$ cat src/rtl/slc3_pkg.sv
// Shared types and constants for the SLC-3 datapath: mux encodings, ALU ops,
// memory-engine states and reset values.
package slc3_pkg;

    typedef enum logic [1:0] {
        ALU_ADD  = 2'b00,
        ALU_AND  = 2'b01,
        ALU_NOT  = 2'b10,
        ALU_PASS = 2'b11
    } alu_op_e;

    typedef enum logic [1:0] {
        PC_INC  = 2'b00,
        PC_BUS  = 2'b01,
        PC_ADDR = 2'b10,
        PC_HOLD = 2'b11
    } pcmux_e;

    typedef enum logic [1:0] {
        A2_ZERO  = 2'b00,
        A2_OFF6  = 2'b01,
        A2_OFF9  = 2'b10,
        A2_OFF11 = 2'b11
    } addr2mux_e;

    typedef enum logic [1:0] {
        MEM_IDLE = 2'b00,
        MEM_WAIT = 2'b01,
        MEM_DONE = 2'b10
    } mem_state_e;

    localparam logic [2:0] NZP_RESET = 3'b010;
    localparam logic [2:0] R7        = 3'd7;
    localparam int         REG_COUNT = 8;

endpackage

$ cat src/rtl/slc3_datapath_gen_if.sv
// Memory-access handshake between the datapath (master) and the control FSM /
// memory subsystem (slave).
interface slc3_datapath_gen_if #(
    parameter int DATA_W = 16
);
    logic              mem_start;
    logic              mem_we;
    logic              mem_ready;
    logic [DATA_W-1:0] mem_rdata;
    logic              mem_req;
    logic              mem_wr;
    logic [DATA_W-1:0] mem_addr;
    logic [DATA_W-1:0] mem_wdata;
    logic              mem_done;
    logic              mem_err;

    modport master (
        input  mem_start, mem_we, mem_ready, mem_rdata,
        output mem_req, mem_wr, mem_addr, mem_wdata, mem_done, mem_err
    );

    modport slave (
        output mem_start, mem_we, mem_ready, mem_rdata,
        input  mem_req, mem_wr, mem_addr, mem_wdata, mem_done, mem_err
    );
endinterface

$ cat src/rtl/slc3_regfile.sv
// 8-entry general register file: two combinational read ports, one write port.
// Writes land on the clock edge, so a same-cycle read still sees the old value.
module slc3_regfile
    import slc3_pkg::*;
#(
    parameter int DATA_W = 16
) (
    input  logic              clk,
    input  logic              reset,
    input  logic              we,
    input  logic [2:0]        waddr,
    input  logic [DATA_W-1:0] wdata,
    input  logic [2:0]        raddr_a,
    input  logic [2:0]        raddr_b,
    output logic [DATA_W-1:0] rdata_a,
    output logic [DATA_W-1:0] rdata_b
);

    logic [DATA_W-1:0] regs [REG_COUNT];

    always_ff @(posedge clk or posedge reset) begin
        if (reset) begin
            for (int i = 0; i < REG_COUNT; i++) begin
                regs[i] <= '0;
            end
        end else if (we) begin
            regs[waddr] <= wdata;
        end
    end

    assign rdata_a = regs[raddr_a];
    assign rdata_b = regs[raddr_b];

endmodule

$ cat src/rtl/slc3_datapath_gen.sv
// SLC-3 datapath: PC/IR/MAR/MDR, register file, ALU, address adder, NZP/BEN on a
// single gated bus, plus a handshaked memory engine with timeout and bus-conflict guard.
module slc3_datapath_gen
    import slc3_pkg::*;
#(
    parameter int                DATA_W      = 16,
    parameter logic [DATA_W-1:0] RESET_PC    = '0,
    parameter int                MEM_TIMEOUT = 15
) (
    input  logic              clk,
    input  logic              reset,
    input  logic              gate_pc,
    input  logic              gate_mdr,
    input  logic              gate_alu,
    input  logic              gate_marmux,
    input  logic              ld_pc,
    input  logic              ld_ir,
    input  logic              ld_mar,
    input  logic              ld_mdr,
    input  logic              ld_reg,
    input  logic              ld_cc,
    input  logic              ld_ben,
    input  logic [1:0]        pcmux,
    input  logic              drmux,
    input  logic              sr1mux,
    input  logic              addr1mux,
    input  logic [1:0]        addr2mux,
    input  logic [1:0]        aluk,
    slc3_datapath_gen_if.master mem,
    output logic              bus_conflict,
    output logic [DATA_W-1:0] ir,
    output logic [DATA_W-1:0] pc,
    output logic [DATA_W-1:0] mar,
    output logic [DATA_W-1:0] mdr,
    output logic              ben,
    output logic [2:0]        nzp
);

    localparam int         CNT_W  = $clog2(MEM_TIMEOUT + 1);
    localparam logic [1:0] S_IDLE = MEM_IDLE;
    localparam logic [1:0] S_WAIT = MEM_WAIT;
    localparam logic [1:0] S_DONE = MEM_DONE;

    function automatic logic signed [DATA_W-1:0] sext5(input logic [4:0] f);
        return DATA_W'($signed(f));
    endfunction

    function automatic logic signed [DATA_W-1:0] sext6(input logic [5:0] f);
        return DATA_W'($signed(f));
    endfunction

    function automatic logic signed [DATA_W-1:0] sext9(input logic [8:0] f);
        return DATA_W'($signed(f));
    endfunction

    function automatic logic signed [DATA_W-1:0] sext11(input logic [10:0] f);
        return DATA_W'($signed(f));
    endfunction

    function automatic logic [2:0] cc_of(input logic [DATA_W-1:0] v);
        if (v[DATA_W-1]) begin
            return 3'b100;
        end else if (v == '0) begin
            return 3'b010;
        end else begin
            return 3'b001;
        end
    endfunction

    logic [1:0]        state;
    logic [CNT_W-1:0]  tmo_cnt;
    logic              mem_wr_q;
    logic              mem_err_q;
    logic [2:0]        n_gates;
    logic              bus_ok;
    logic [DATA_W-1:0] bus;
    logic [2:0]        sr1_idx;
    logic [2:0]        dr_idx;
    logic [DATA_W-1:0] sr1_val;
    logic [DATA_W-1:0] sr2_val;
    logic [DATA_W-1:0] sr2_op;
    logic [DATA_W-1:0] alu_out;
    logic [DATA_W-1:0] addr1;
    logic [DATA_W-1:0] addr2;
    logic [DATA_W-1:0] addr_sum;
    logic [DATA_W-1:0] pc_next;
    logic              pc_load;
    logic              mem_read_hit;

    assign sr1_idx = sr1mux ? ir[8:6] : ir[11:9];
    assign dr_idx  = drmux ? R7 : ir[11:9];

    slc3_regfile #(.DATA_W(DATA_W)) u_regfile (
        .clk     (clk),
        .reset   (reset),
        .we      (ld_reg && bus_ok),
        .waddr   (dr_idx),
        .wdata   (bus),
        .raddr_a (sr1_idx),
        .raddr_b (ir[2:0]),
        .rdata_a (sr1_val),
        .rdata_b (sr2_val)
    );

    assign sr2_op = ir[5] ? sext5(ir[4:0]) : sr2_val;

    always_comb begin
        alu_out = '0;
        case (alu_op_e'(aluk))
            ALU_ADD:  alu_out = sr1_val + sr2_op;
            ALU_AND:  alu_out = sr1_val & sr2_op;
            ALU_NOT:  alu_out = ~sr1_val;
            ALU_PASS: alu_out = sr1_val;
            default:  alu_out = '0;
        endcase
    end

    assign addr1 = addr1mux ? sr1_val : pc;

    always_comb begin
        addr2 = '0;
        case (addr2mux_e'(addr2mux))
            A2_ZERO:  addr2 = '0;
            A2_OFF6:  addr2 = sext6(ir[5:0]);
            A2_OFF9:  addr2 = sext9(ir[8:0]);
            A2_OFF11: addr2 = sext11(ir[10:0]);
            default:  addr2 = '0;
        endcase
    end

    assign addr_sum = addr1 + addr2;

    // Gates are meant to be one-hot; on overlap the bus reads 0 and every bus-fed load is blocked.
    assign n_gates      = 3'(gate_pc) + 3'(gate_mdr) + 3'(gate_alu) + 3'(gate_marmux);
    assign bus_conflict = (n_gates > 3'd1);
    assign bus_ok       = !bus_conflict;

    always_comb begin
        bus = '0;
        if (bus_ok) begin
            if (gate_pc)     bus = pc;
            if (gate_mdr)    bus = mdr;
            if (gate_alu)    bus = alu_out;
            if (gate_marmux) bus = addr_sum;
        end
    end

    always_comb begin
        pc_next = pc;
        case (pcmux_e'(pcmux))
            PC_INC:  pc_next = pc + DATA_W'(1);
            PC_BUS:  pc_next = bus;
            PC_ADDR: pc_next = addr_sum;
            PC_HOLD: pc_next = pc;
            default: pc_next = pc;
        endcase
    end

    assign pc_load      = ld_pc && !(pcmux_e'(pcmux) == PC_BUS && bus_conflict);
    assign mem_read_hit = (state == S_WAIT) && mem.mem_ready && !mem_wr_q;

    always_ff @(posedge clk or posedge reset) begin
        if (reset) begin
            pc  <= RESET_PC;
            ir  <= '0;
            mar <= '0;
            mdr <= '0;
            nzp <= NZP_RESET;
            ben <= 1'b0;
        end else begin
            if (pc_load)                 pc  <= pc_next;
            if (ld_ir && bus_ok)         ir  <= bus;
            if (ld_mar && bus_ok)        mar <= bus;
            if (ld_cc && bus_ok)         nzp <= cc_of(bus);
            // ben samples the pre-update nzp when ld_cc fires in the same cycle.
            if (ld_ben)                  ben <= |(ir[11:9] & nzp);
            // While an access is in flight the memory engine owns MDR.
            if (mem_read_hit) begin
                mdr <= mem.mem_rdata;
            end else if (ld_mdr && bus_ok && state != S_WAIT) begin
                mdr <= bus;
            end
        end
    end

    always_ff @(posedge clk or posedge reset) begin
        if (reset) begin
            state     <= S_IDLE;
            tmo_cnt   <= '0;
            mem_wr_q  <= 1'b0;
            mem_err_q <= 1'b0;
        end else begin
            case (state)
                S_IDLE: begin
                    if (mem.mem_start) begin
                        state    <= S_WAIT;
                        mem_wr_q <= mem.mem_we;
                        tmo_cnt  <= '0;
                    end
                end
                S_WAIT: begin
                    if (mem.mem_ready) begin
                        state <= S_DONE;
                    end else if (tmo_cnt == CNT_W'(MEM_TIMEOUT)) begin
                        state     <= S_DONE;
                        mem_err_q <= 1'b1;
                    end else begin
                        tmo_cnt <= tmo_cnt + CNT_W'(1);
                    end
                end
                S_DONE:  state <= S_IDLE;
                default: state <= S_IDLE;
            endcase
        end
    end

    assign mem.mem_req   = (state == S_WAIT);
    assign mem.mem_done  = (state == S_DONE);
    assign mem.mem_wr    = mem_wr_q;
    assign mem.mem_err   = mem_err_q;
    assign mem.mem_addr  = mar;
    assign mem.mem_wdata = mdr;

endmodule
$ cat src/flat_wrapper.sv
// flat-port wrapper written by rule: the top's interface ports become plain ports
module slc3_datapath_gen_flat import slc3_pkg::*;
#(
    parameter int                DATA_W      = 16,
    parameter logic [DATA_W-1:0] RESET_PC    = '0,
    parameter int                MEM_TIMEOUT = 15
)
  (clk, reset, gate_pc, gate_mdr, gate_alu, gate_marmux, ld_pc, ld_ir, ld_mar, ld_mdr, ld_reg, ld_cc, ld_ben, pcmux, drmux, sr1mux, addr1mux, addr2mux, aluk, bus_conflict, ir, pc, mar, mdr, ben, nzp, mem_mem_start, mem_mem_we, mem_mem_ready, mem_mem_rdata, mem_mem_req, mem_mem_wr, mem_mem_addr, mem_mem_wdata, mem_mem_done, mem_mem_err);
  slc3_datapath_gen_if #(.DATA_W(DATA_W)) mem_i ();
  input  logic clk;
  input  logic reset;
  input  logic gate_pc;
  input  logic gate_mdr;
  input  logic gate_alu;
  input  logic gate_marmux;
  input  logic ld_pc;
  input  logic ld_ir;
  input  logic ld_mar;
  input  logic ld_mdr;
  input  logic ld_reg;
  input  logic ld_cc;
  input  logic ld_ben;
  input  logic [1:0] pcmux;
  input  logic drmux;
  input  logic sr1mux;
  input  logic addr1mux;
  input  logic [1:0] addr2mux;
  input  logic [1:0] aluk;
  output logic bus_conflict;
  output logic [DATA_W-1:0] ir;
  output logic [DATA_W-1:0] pc;
  output logic [DATA_W-1:0] mar;
  output logic [DATA_W-1:0] mdr;
  output logic ben;
  output logic [2:0] nzp;
  input wire logic [$bits(mem_i.mem_start)-1:0] mem_mem_start;
  input wire logic [$bits(mem_i.mem_we)-1:0] mem_mem_we;
  input wire logic [$bits(mem_i.mem_ready)-1:0] mem_mem_ready;
  input wire logic [$bits(mem_i.mem_rdata)-1:0] mem_mem_rdata;
  output wire logic [$bits(mem_i.mem_req)-1:0] mem_mem_req;
  output wire logic [$bits(mem_i.mem_wr)-1:0] mem_mem_wr;
  output wire logic [$bits(mem_i.mem_addr)-1:0] mem_mem_addr;
  output wire logic [$bits(mem_i.mem_wdata)-1:0] mem_mem_wdata;
  output wire logic [$bits(mem_i.mem_done)-1:0] mem_mem_done;
  output wire logic [$bits(mem_i.mem_err)-1:0] mem_mem_err;
  assign mem_i.mem_start = mem_mem_start;
  assign mem_i.mem_we = mem_mem_we;
  assign mem_i.mem_ready = mem_mem_ready;
  assign mem_i.mem_rdata = mem_mem_rdata;
  assign mem_mem_req = mem_i.mem_req;
  assign mem_mem_wr = mem_i.mem_wr;
  assign mem_mem_addr = mem_i.mem_addr;
  assign mem_mem_wdata = mem_i.mem_wdata;
  assign mem_mem_done = mem_i.mem_done;
  assign mem_mem_err = mem_i.mem_err;
  slc3_datapath_gen #(.DATA_W(DATA_W), .RESET_PC(RESET_PC), .MEM_TIMEOUT(MEM_TIMEOUT)) u_core (.clk(clk), .reset(reset), .gate_pc(gate_pc), .gate_mdr(gate_mdr), .gate_alu(gate_alu), .gate_marmux(gate_marmux), .ld_pc(ld_pc), .ld_ir(ld_ir), .ld_mar(ld_mar), .ld_mdr(ld_mdr), .ld_reg(ld_reg), .ld_cc(ld_cc), .ld_ben(ld_ben), .pcmux(pcmux), .drmux(drmux), .sr1mux(sr1mux), .addr1mux(addr1mux), .addr2mux(addr2mux), .aluk(aluk), .mem(mem_i), .bus_conflict(bus_conflict), .ir(ir), .pc(pc), .mar(mar), .mdr(mdr), .ben(ben), .nzp(nzp));
endmodule
$ cat config.mk
export PLATFORM = sky130hd
export DESIGN_NAME = slc3_datapath_gen_flat
export DESIGN_NICKNAME = d
export VERILOG_FILES = /design/src/rtl/slc3_pkg.sv /design/src/rtl/slc3_datapath_gen_if.sv /design/src/rtl/slc3_regfile.sv /design/src/rtl/slc3_datapath_gen.sv /design/src/flat_wrapper.sv
export SDC_FILE = /design/constraint.sdc
export NUM_CORES = 1
export LEC_CHECK = 0
export BUFFER_PORTS_ARGS = -buffer_cell sky130_fd_sc_hd__buf_2
export CAP_MARGIN = 25
export CORE_AREA = 3 3 242 244
export CTS_BUF_LIST = sky130_fd_sc_hd__clkbuf_8
export CTS_CLUSTER_SIZE = 25
export DETAILED_ROUTE_END_ITERATION = 8
export DIE_AREA = 0 0 245 247
export GPL_TIMING_DRIVEN = 0
export PLACE_DENSITY = 0.51
export RECOVER_POWER = 25
export SLEW_MARGIN = 5
export SYNTH_ARGS = -nofsm -noshare
export SYNTH_HDL_FRONTEND = slang
export SYNTH_SLANG_ARGS = --single-unit
$ cat constraint.sdc
create_clock -name clk -period 13.4 [get_ports clk]
set_input_delay 1.34 -clock clk [delete_from_list [all_inputs] [get_ports clk]]
set_output_delay 1.34 -clock clk [all_outputs]
set_load 0.02 [all_outputs]
**Word-level counts from Yosys, hierarchy flattened**

Cells that the tools add are included.
Widths: inputs -> output; s select.

- Register bits after elaboration: 204
- Input bits: 41
- Output and inout port bits: 105
- Word-level logic and storage cells: 115

- Add/subtract/negate cells: 7
- Magnitude comparators: 5
- Equality and inequality tests: 17
- Mux-type cells: 33
- Bitwise logic cells: 8
- Reduce and logical (&&, ||, !) cells: 27

Operators by type and width:

| cell | count |
|---|---|
| $mux 16 | 14 |
| $bwmux 128 | 1 |
| $pmux 16 s4 | 2 |
| $bmux 16 s3 | 2 |
| $demux 16 s3 | 1 |
| $pmux 16 s3 | 1 |
| $add 16x16->16 | 2 |
| $add 16x1->16 const B | 1 |
| $and 16x16->16 | 1 |
| $logic_not 16->1 | 1 |
| $not 16->16 | 1 |
| $eq 2x2->1 const B | 7 |
| $ge 4x4->1 const B | 3 |
| $mux 4 | 3 |
| $not 3->4 | 3 |
| $logic_and 1x1->1 | 11 |
| $mux 3 | 3 |
| $eq 2x1->1 const B | 4 |
| $logic_not 2->1 | 4 |
| $mux 2 | 4 |
| $pmux 4 s2 | 1 |
| $add 3x1->3 | 2 |
| $ne 2x2->1 const B | 3 |
| $reduce_and 2->1 | 3 |
| 15 further kinds | 19 |

**Longest topological paths before layout**

Gate-level depths: netlist of run 1.

- Word-level depth: 13
- Gate-level depth with buffers: 22
- Depth with buffers taken out: 20

**Hierarchy**

A second synthesis of run 1 with hierarchy kept.

- Cells, all modules: 1246
- Area, all modules: 13977.2 µm²

Modules (own cells, without submodules):

| module | instances | cells each | area each (µm²) | sequential area each (µm²) |
|---|---|---|---|---|
| slc3_regfile | 1 | 396 | 7036.7 | 3203.1 |
| slc3_datapath_gen | 1 | 850 | 6940.4 | 1903.1 |

**Worst setup path before layout of run 1**

OpenSTA, ideal clock, no wires.

- Kind: input -> register
- From: input sr1mux
- To: register u_core.nzp[0]
- Library setup time: 0.121 ns
- Arrival: 6.440 ns
- Required time: 13.279 ns
- Slack: 6.839 ns
- Stages: 20
- Buffers on the path: 2
- Cells stage by stage: buf_4 -> mux2_2 -> clkbuf_1 -> mux4_2 -> a2bb2oi_1 -> a21oi_1 -> ha_1 -> fa_1 -> a21oi_1 -> nor2_1 -> a311o_1 -> a31oi_1 -> xnor2_1 -> a22o_1 -> a21oi_1 -> a21oi_1 -> or4b_1 -> or4_1 -> or4b_1 -> a22o_1

- Longest elaborated chain between the ends: 13
- Elaborated cells on any way between the ends: 17
- Classes of those cells: 2 x add/sub; 11 x mux; 3 x bitwise; 1 x reduce/logical

RTL lines:

| element | RTL line | source |
|---|---|---|
| start: declaration | flat_wrapper.sv:25 | `input logic sr1mux;` |
| $mux 3 * | slc3_datapath_gen.sv:90 | `assign sr1_idx = sr1mux ? ir[8:6] : ir[11:9];` |
| $not 3->4 (not written as such) * | slc3_regfile.sv:31 | `assign rdata_a = regs[raddr_a];` |
| $bmux 16 s3 * | slc3_regfile.sv:31 |  |
| $mux 16 (not written as such) * (2 in series) | slc3_regfile.sv:31 |  |
| $add 16x16->16 (tied with other cells) | slc3_datapath_gen.sv:110 | `ALU_ADD: alu_out = sr1_val + sr2_op;` |
| $pmux 16 s4 | slc3_datapath_gen.sv:109 | `case (alu_op_e'(aluk))` |
| $mux 16 | slc3_datapath_gen.sv:143 | `if (gate_alu) bus = alu_out;` |
| $mux 16 * | slc3_datapath_gen.sv:144 | `if (gate_marmux) bus = addr_sum;` |
| $mux 16 * | slc3_datapath_gen.sv:140 | `if (bus_ok) begin` |
| $logic_not 16->1 | slc3_datapath_gen.sv:63 | `end else if (v == '0) begin` |
| $mux 2 | slc3_datapath_gen.sv:63 |  |
| $mux 3 * | slc3_datapath_gen.sv:61 | `if (v[DATA_W-1]) begin` |
| end signal: assignment | slc3_datapath_gen.sv:174 | `if (ld_cc && bus_ok) nzp <= cc_of(bus);` |
| end: declaration | slc3_datapath_gen.sv:36 | `output logic [2:0] nzp` |

Every way passes the cells marked *; elsewhere a longest branch is shown, timed or not. The select of a mux whose other input is x is not followed.
A chain may end at the register's enable or synchronous reset.

**Final worst setup path of run 1**

Same ends and word-level chain as after synthesis.

==> flow_metrics.tcl, run 1 <==
set metrics [dict create \
    yosysUniqueCellTypes 87 \
    intPower_mw 2.15 \
    gp_congestion 0.931 \
    drt_first_pass_iters 6 \
    antenna_found_initial 1 \
    num_rows 87 \
    hold_slack_ps 458 \
    vias_per_cell 5.31 \
    endpoint_kind "flop" \
    ys_seq_area_share_pct 36.4 \
    power_density_nw_per_um2 262 \
    start_util_pct 24.9 \
    totalWireLength_um 58500 \
    min_period_ps 7730 \
    rsz0062_at_grt "false" \
    critPathMaxStageDelay_ps 600 \
    areaGrowthSynthToFinish_pct 18.4 \
    synth_area_um2 14000 \
    skew_ps 34.0 \
    finalSetupViolations 0 \
    cts.sinks 204 \
    post_cts_buffers 0 \
    synthDominantCellAreaShare_pct 36.2 \
    die_x_um 245 \
    grt_max_degree 113 \
    critical_path_arrival_ps 8190 \
    place_hpwl_um 44200 \
    dieArea_um2 60500 \
    grt_pass1_wl_um 87100 \
    syn_area_per_cell_um2 8.76 \
    drv_cap 1 \
    overflow 0 \
    ir_worst_vdd_mv 0.0907 \
    finalCritPeriodShare_pct 57.7 \
    crit_slowest_cell "clkbuf_1" \
    worstPathMaxFanout 10 \
    cellLeakagePower_nw 7.67 \
    io_pins 146 \
    synth-edff-count 0 \
    syn_inst 1603 \
    finalMaxSlewViolations 93 \
    max_freq_ghz 0.129 \
    worst_ep_required_time_ps 13860 \
    synthTopCellsByCount "nand2_1, dfrtp_1, o21ai_0" \
    clkSlewWorstSetupHoldPaths_ps 60 \
    drive_above_1_share_pct 20.3 \
    crit_path_frequent_cell "a21oi_1" \
    path_cells "buf_2 -> buf_4 -> mux2_2 -> clkbuf_1 -> mux4_2 -> a2bb2oi_1 -> a21oi_1 -> ha_1 -> fa_1 -> a21oi_1 -> nor2_1 -> a311o_1 -> a31oi_1 -> xnor2_1 -> a22o_1 -> a21oi_1 -> a21oi_1 -> or4b_1 -> or4_1 -> or4b_1 -> a22o_1" \
    start_kind "input pin" \
    clkPwrFrac_pct 14.5 \
    slew_headroom_pct -193 \
    core_um2 56500 \
    drtAntennaViolNets 0 \
    ys_warn_count 0 \
    vias 13700 \
    cts.htree.levels 2 \
    insertion_delay_ps 580 \
    p_sw_mw 2.20 \
    ys_ff_latch 204 \
    synthFlopType "dfrtp_1" \
    clockBufferDepth 3 \
    critPathKind "input pin to flop" \
    violations "capacitance limit, slew limit" \
    tightest_slew_ps 4380 \
    synthArstFlopShare_pct 100 \
    hold_viol 0 \
    fin_nets 1876 \
    io_buffers 143 \
    track_usage_pct 19.1 \
    p_comb_share_pct 60.2 \
    status "finished, violations left" \
    drt_iter0_drc 1141 \
    post_cts_resized 0 \
    multi_input_area_um2 8080 \
    ys_top_cells_by_area "dfrtp_1, nand2_1, mux4_2, o21ai_0, mux2_2" \
    regArea_um2 5110 \
    hold_path.class "flop to flop" \
    cts-root-buf "clkbuf_8" \
    yosys.cell_count.top_type "nand2_1" \
    drc_errors 0 \
    cts_buffers 40 \
    grt_pass1_vias 13100 \
    seqPwrFrac_pct 25.3 \
    fin_setup_tns_ps 0 \
    synthesis.nets 1681 \
    hold_buffers 0 \
    cts_tree "done" \
    switching_share_pct 50.6 \
    wl_per_cell_um 22.7 \
    yosysTopAreaCell "dfrtp_1" \
    fillers 6039 \
    p_total_mw 4.36 \
    die_h_um 247 \
]
## cell families after synthesis
kind of cell / count (synthesis) / synth area share (%)
DFF: 204 / 36.4
adders and majority gates: 38 / 3.43
and+or+nand+nor: 567 / 18.3
buffers and inverters: 188 / 6.15
xor gates and xnor gates: 36 / 2.24
AOI/OAI and AO/OA: 447 / 21.0
muxes: 123 / 12.5
## routing by layer
| metal | vias to the layer above | global-route usage (%) | part of all wire [%] |
|---|---|---|---|
| li1 | 6173 | - | - |
| met1 | 6806 | 26.3 | 44 |
| met2 | 620 | 29.8 | 44 |
| met3 | 97 | 3.51 | 8.3 |
| met4 | 0 | 6.93 | 3.6 |
| met5 | - | 0 | 0 |
## sequential cells by signal (all words and copies together) (netlist names)
name	flops
u_core.mem.mem_wr	1
u_core.mar	16
u_core.u_regfile.regs	128
u_core.nzp	3
u_core.ir	16
u_core.mdr	16
u_core.state	2
u_core.ben	1
u_core.mem.mem_err	1
u_core.pc	16
u_core.tmo_cnt	4
## final timing paths
kind / start / to / slack [ps] / cells after the start
hold / removal: u_core.mem.mem_err$_DFFE_PP0P_ / u_core.mem.mem_err$_DFFE_PP0P_ / 460 / 1
hold reg to reg: u_core.mem.mem_err$_DFFE_PP0P_ / u_core.mem.mem_err$_DFFE_PP0P_ / 460 / 1
min in group asynchronous: reset / u_core.mar[8]$_DFFE_PP0P_ / 2080 / 2
max in group asynchronous: reset / u_core.mdr[9]$_DFFE_PP0P_ / 9310 / 2
setup reg to reg: u_core.ir[1]$_DFFE_PP0P_ / u_core.nzp[0]$_DFFE_PP0P_ / 6170 / 17
setup / recovery: sr1mux / u_core.nzp[0]$_DFFE_PP0P_ / 5670 / 21
## cell type report
class	count	share of cell area, %
tap	756	5.69
timing repair buffer	153	5.02
clock inverter	13	0.444
clock buffer	52	4.30
buffer	144	4.20
inverter	44	1.00
antenna	3	0.0451
multi-input combinational	1211	48.6
sequential	204	30.7
## placed cells by master (no fill, tap or decap), types with 37 or more instances in the layout
cell type,Yosys,final
o21ai_0,138,138
a211oi_1,40,40
mux2_2,45,45
inv_1,42,48
mux2i_1,38,38
dfrtp_1,203,203
buf_2,9,153
nand2_1,299,299
a21oi_1,73,73
mux4_2,37,37
buf_4,35,37
nor2_1,89,89
clkbuf_1,91,92
clkbuf_8,0,52
## stage by stage
step / worst slack, ps / instance area (µm²) / util, % / instances
CTS: 5810 / 16600 / 29.4 / 2575
finish: 5670 / 16600 / 29.4 / 2580
global placement: 3910 / 15700 / 27.8 / 2502
detailed placement: 5220 / 15800 / 28.0 / 2510
floorplan: 6490 / 14000 / - / 1603
global route: 5500 / 16600 / 29.4 / 2577
## worst max-delay path: cells and delay by family
kind | cells | cell delay, ps
AND/OR/NAND/NOR | 4 | 1720
buffers and inverters | 3 | 900
XOR/XNOR | 1 | 130
multiplexers | 2 | 790
adder cells (fa/ha/maj) | 2 | 730
AO/OA/AOI/OAI | 9 | 2570
## power by group through the flow
stage	logic, mW	registers (mW)	clock network [mW]
2_1_floorplan	1.64	1.10	0
3_3_place_gp	2.53	1.09	0
3_5_place_dp	2.56	1.10	0
4_1_cts	2.57	1.10	0.649
5_1_grt	2.82	1.13	0.674
6_report	2.62	1.10	0.631
Power figures use the tool's default switching activity.
==> run 2: changes to the inputs <==
clock period = 7.75 ns   (was 13.4 ns; I/O delays follow)
==> run 2 against run 1 <==
The flow still finishes with violations (capacitance limit, slew limit). Global-route usage unchanged. Worst hold slack worse by 77 ps. Critical path depth shrank 4. Clock power increased by 73%. Power increased by 73%. Sequential share of layout area about the same. Final cell count did not move. Utilization barely moved. Clock skew hardly changed. Die area unchanged. Critical path type is now flop to flop. Largest cell class unchanged.
==> flow_metrics.tcl, run 2 (synthesis gave the netlist of run 1 again) <==
set metrics [dict create \
    status "finished, violations left" \
    violations "capacitance limit, slew limit" \
    cts_buffers 40 \
    totalWireLength_um 58500 \
    finalMaxSlewViolations 207 \
    place_hpwl_um 44200 \
    tightest_slew_ps 4270 \
    finalCritPeriodShare_pct 93.3 \
    r2r-start "u_core.ir[1]$_DFFE_PP0P_" \
    crit_slowest_cell "clkbuf_1" \
    worstPathMaxFanout 10 \
    endpoint_kind "flop" \
    regMostFlops "u_core.u_regfile.regs" \
    drv_cap 2 \
    num_rows 87 \
    path_cells "clkbuf_1 -> clkbuf_1 -> clkbuf_1 -> mux4_2 -> mux2i_1 -> o21ai_0 -> ha_1 -> o21a_1 -> o21ai_0 -> nand2b_1 -> o2111ai_1 -> nand2_1 -> mux2i_1 -> o21ai_1 -> nand2_1 -> or4b_1 -> a22o_1" \
    hold_viol 0 \
    antenna_found_initial 1 \
    final_common_cell "nand2_1" \
    largest_reg_flops 128 \
    rsz0062_at_grt "false" \
    fin_nets 1876 \
    clockBufferDepth 3 \
    die_x_um 245 \
    io_buffers 143 \
    grt_max_degree 113 \
    start_kind "flop" \
    reg2reg_to "u_core.nzp[0]$_DFFE_PP0P_" \
    cts.sinks 204 \
    die_h_um 247 \
    cts_tree "done" \
    critPathKind "flop to flop" \
    worst_ep_required_time_ps 8210 \
    track_usage_pct 19.1 \
    dieArea_um2 60500 \
    post_cts_buffers 0 \
    max_freq_ghz 0.138 \
    vias_per_cell 5.31 \
    overflow 0 \
    clkSlewWorstSetupHoldPaths_ps 60 \
    core_um2 56500 \
    min_period_ps 7230 \
    slew_headroom_pct -186 \
    wl_per_cell_um 22.7 \
    reg2reg_depth 17 \
    final_cell_mix "nand2_1, dfrtp_1, buf_2, o21ai_0, clkbuf_1" \
    fin_setup_tns_ps 0 \
    hold_path.class "input pin to flop" \
    ir_worst_vdd_mv 0.157 \
    drtAntennaViolNets 0 \
    areaGrowthSynthToFinish_pct 18.3 \
    start_util_pct 24.9 \
    drc_errors 0 \
    critPathMaxStageDelay_ps 840 \
    insertion_delay_ps 580 \
    drt_first_pass_iters 6 \
    gp_congestion 0.931 \
    cts.htree.levels 2 \
    min-delay-start "ld_ben" \
    vias 13700 \
    hold_slack_ps 381 \
    rrSetupSlack_ps 520 \
    io_pins 146 \
    skew_ps 34.0 \
    crit_start "u_core.ir[1]$_DFFE_PP0P_" \
    drive_above_1_share_pct 20.4 \
    grt_pass1_vias 13100 \
    hold_buffers 0 \
    cts-root-buf "clkbuf_8" \
    power_density_nw_per_um2 453 \
    cellLeakagePower_nw 7.67 \
    drt_iter0_drc 1141 \
    grt_pass1_wl_um 87100 \
    crit_path_end "u_core.nzp[0]$_DFFE_PP0P_" \
    crit_path_frequent_cell "clkbuf_1" \
    post_cts_resized 0 \
    finalSetupViolations 0 \
    critical_path_arrival_ps 7690 \
]
## run 2: changes by cell type in the layout (fill, tap and decap cells not counted)
cell | before | now
buf_2 | 153 | 154
buf_16 | 1 | 0
clkbuf_1 | 92 | 91
clkbuf_2 | 0 | 1
## run 2: worst max-delay path, delay by kind of cell, from the launching register on
kind | cells | cell delay, ps
buffers and inverters | 3 | 1880
AO/OA/AOI/OAI | 6 | 1710
adder cells (fa/ha/maj) | 1 | 400
flip-flops | 1 | 360
AND/OR/NAND/NOR | 4 | 1830
multiplexers | 3 | 920
## run 2: where the power goes
group / switching [mW] / internal [mW]
logic: 2.87 / 1.67
clock network: 0.493 / 0.599
registers: 0.450 / 1.45
## run 2: layer usage
layer,vias up,wire (µm),track usage [%]
met5,-,0,0
met4,0,2130,6.93
met3,97,4840,3.51
met2,622,25800,29.8
met1,6812,25700,26.3
li1,6173,-,-
## run 2: through the flow
step / power, mW / cells / utilization [%] / setup WS [ps] / instance area [µm²]
6_report: 7.53 / 2580 / 29.4 / 521 / 16600
5_1_grt: 7.98 / 2577 / 29.4 / 321 / 16600
4_1_cts: 7.47 / 2575 / 29.4 / 663 / 16600
3_5_place_dp: 6.33 / 2510 / 28.0 / 138 / 15800
3_3_place_gp: 6.26 / 2502 / 27.8 / -1180 / 15700
2_1_floorplan: 4.74 / 1603 / - / 1410 / 14000
## run 2: how the worst min path moves through the flow
stage,to,slack (ps),depth (start not counted)
global route,u_core.ben$_DFFE_PP0P_,380,2
floorplan,u_core.u_regfile.regs[83]$_DFFE_PP0P_,460,2
global placement,u_core.mem.mem_err$_DFFE_PP0P_,440,1
detailed placement,u_core.mem.mem_err$_DFFE_PP0P_,450,1
finish,u_core.ben$_DFFE_PP0P_,380,2
CTS,u_core.mar[8]$_DFFE_PP0P_,320,2
## run 2: layout make-up
cell class / count / area (µm²)
repair buffers: 153 / 813
clock buffers: 52 / 716
fillers: 6042 / 39900
clock inverters: 13 / 73.8
well taps: 756 / 946
inverters: 44 / 166
multi-input cells: 1211 / 8080
plain buffers: 144 / 698
flip-flops and latches: 204 / 5110
diodes: 3 / 7.51
==> run 3: changes to the inputs <==
clock period = 7.4 ns   (was 7.75 ns; I/O delays follow)
==> run 3 against run 2 <==
The flow still finishes with violations (capacitance limit, slew limit). Die area is the same. First-iteration DRC count grew 5.1%. Combinational power grew 4.9%. Critical path type unchanged. Power grew 4.8%. Clock skew grew 0.84 ps. Sequential share of layout area is essentially flat.
==> flow_metrics.tcl, run 3 (synthesis gave the netlist of run 1 again) <==
set metrics [dict create \
    critical_path_arrival_ps 7600 \
    endpoint_kind "flop" \
    cellLeakagePower_nw 7.67 \
    rrSetupSlack_ps 250 \
    slew_headroom_pct -187 \
    r2r-start "u_core.ir[1]$_DFFE_PP0P_" \
    path_cells "clkbuf_1 -> clkbuf_1 -> clkdlybuf4s15_1 -> mux4_2 -> mux2i_1 -> o21ai_0 -> ha_1 -> a21oi_1 -> nor2b_1 -> o311ai_1 -> a41oi_1 -> mux2i_1 -> a21oi_1 -> or4b_1 -> or4_1 -> or4b_1 -> a22o_1" \
    status "finished, violations left" \
    max_freq_ghz 0.140 \
    drt_iter0_drc 1199 \
    crit_slowest_cell "clkdlybuf4s15_1" \
    grt_pass1_wl_um 87100 \
    drt_first_pass_iters 7 \
    overflow 0 \
    p_total_mw 7.89 \
    drive_above_1_share_pct 20.4 \
    cts.htree.levels 2 \
    vias 13600 \
    tightest_slew_ps 4290 \
    place_hpwl_um 44200 \
    fin_nets 1876 \
    regMostFlops "u_core.u_regfile.regs" \
    final_util_pct 29.4 \
    ir_worst_vdd_mv 0.165 \
    totalWireLength_um 58600 \
    grt_max_degree 113 \
    track_usage_pct 19.1 \
    die_h_um 247 \
    areaGrowthSynthToFinish_pct 18.3 \
    finalCritPeriodShare_pct 96.6 \
    drc_errors 0 \
    crit_path_end "u_core.nzp[0]$_DFFE_PP0P_" \
    skew_ps 34.8 \
    cts-root-buf "clkbuf_8" \
    violations "capacitance limit, slew limit" \
    drv_cap 2 \
    dieArea_um2 60500 \
    rsz0062_at_grt "false" \
    critPathMaxStageDelay_ps 840 \
    drtAntennaViolNets 0 \
    hold_viol 0 \
    cts_tree "done" \
    post_cts_buffers 0 \
    start_util_pct 24.9 \
    grt_pass1_vias 13100 \
    worstPathMaxFanout 10 \
    finalNonFillerCells 2578 \
    gp_congestion 0.931 \
    min_period_ps 7150 \
    io_pins 146 \
    min-delay-start "ld_ben" \
    vias_per_cell 5.29 \
    cts.sinks 204 \
    num_rows 87 \
    reg2reg_to "u_core.nzp[0]$_DFFE_PP0P_" \
    hold_path.class "input pin to flop" \
    place_inst 2510 \
    crit_start "u_core.ir[1]$_DFFE_PP0P_" \
    final_common_cell "nand2_1" \
    finalSetupViolations 0 \
    largest_reg_flops 128 \
    cts_buffers 40 \
    power_density_nw_per_um2 475 \
    antenna_found_initial 1 \
    critPathKind "flop to flop" \
    core_um2 56500 \
    finalMaxSlewViolations 207 \
    wl_per_cell_um 22.7 \
    insertion_delay_ps 580 \
    clkSlewWorstSetupHoldPaths_ps 60 \
    reg2reg_depth 17 \
    io_buffers 143 \
    final_cell_mix "nand2_1, dfrtp_1, buf_2, o21ai_0, clkbuf_1" \
    die_x_um 245 \
    start_kind "flop" \
    hold_buffers 0 \
    worst_ep_required_time_ps 7860 \
    clockBufferDepth 3 \
]
## run 3: what timing repair did
item / 4_1_cts / 5_1_grt
endpoints found under the hold margin: 0 / 0
endpoints found under the setup margin: 0 / 1
gates resized for setup: 0 / 3
## run 3: worst min-delay path by stage
stage                                                  endpoint  depth (start not counted)  slack [ps]
after CTS                             u_core.mar[8]$_DFFE_PP0P_                          2         290
after global routing                     u_core.ben$_DFFE_PP0P_                          2         340
after detailed placement         u_core.mem.mem_err$_DFFE_PP0P_                          1         450
after global placement           u_core.mem.mem_err$_DFFE_PP0P_                          1         440
after floorplan           u_core.u_regfile.regs[83]$_DFFE_PP0P_                          2         460
final                                    u_core.ben$_DFFE_PP0P_                          2         350
## run 3: metal layers
layer	up-vias	GRT usage (%)	wire, µm
met4	0	6.93	2170
li1	6163	-	-
met2	637	29.8	25800
met1	6742	26.3	25800
met5	-	0	0
met3	102	3.51	4820
## run 3: final cells by class
cell class | count | area, µm²
multi-input cells | 1211 | 8090
plain buffers | 144 | 704
flip-flops and latches | 204 | 5110
repair buffers | 153 | 813
diodes | 1 | 2.50
inverters | 44 | 166
fillers | 6042 | 39900
clock buffers | 52 | 716
well taps | 756 | 946
clock inverters | 13 | 73.8
## run 3: power breakdown
| group | internal (mW) | switching, mW |
|---|---|---|
| clock network | 0.627 | 0.517 |
| registers | 1.52 | 0.474 |
| logic | 1.75 | 3.00 |
## run 3: critical path, delay by kind of cell, from the launching register on
family                     cells  cell delay, ps
buffers and inverters          3            1890
and+or+nand+nor                4            1870
AOI/OAI and AO/OA              6            1410
adders and majority gates      1             390
DFF                            1             360
muxes                          3            1090
## run 3: stage by stage
step	worst slack, ps	TNS [ps]	area, µm²	hold slack [ps]
6_report	251	0	16600	351
5_1_grt	42.7	0	16600	343
4_1_cts	313	0	16600	288
3_5_place_dp	-177	-253	15800	449
3_3_place_gp	-1490	-304390	15700	444
2_1_floorplan	1090	0	14000	455
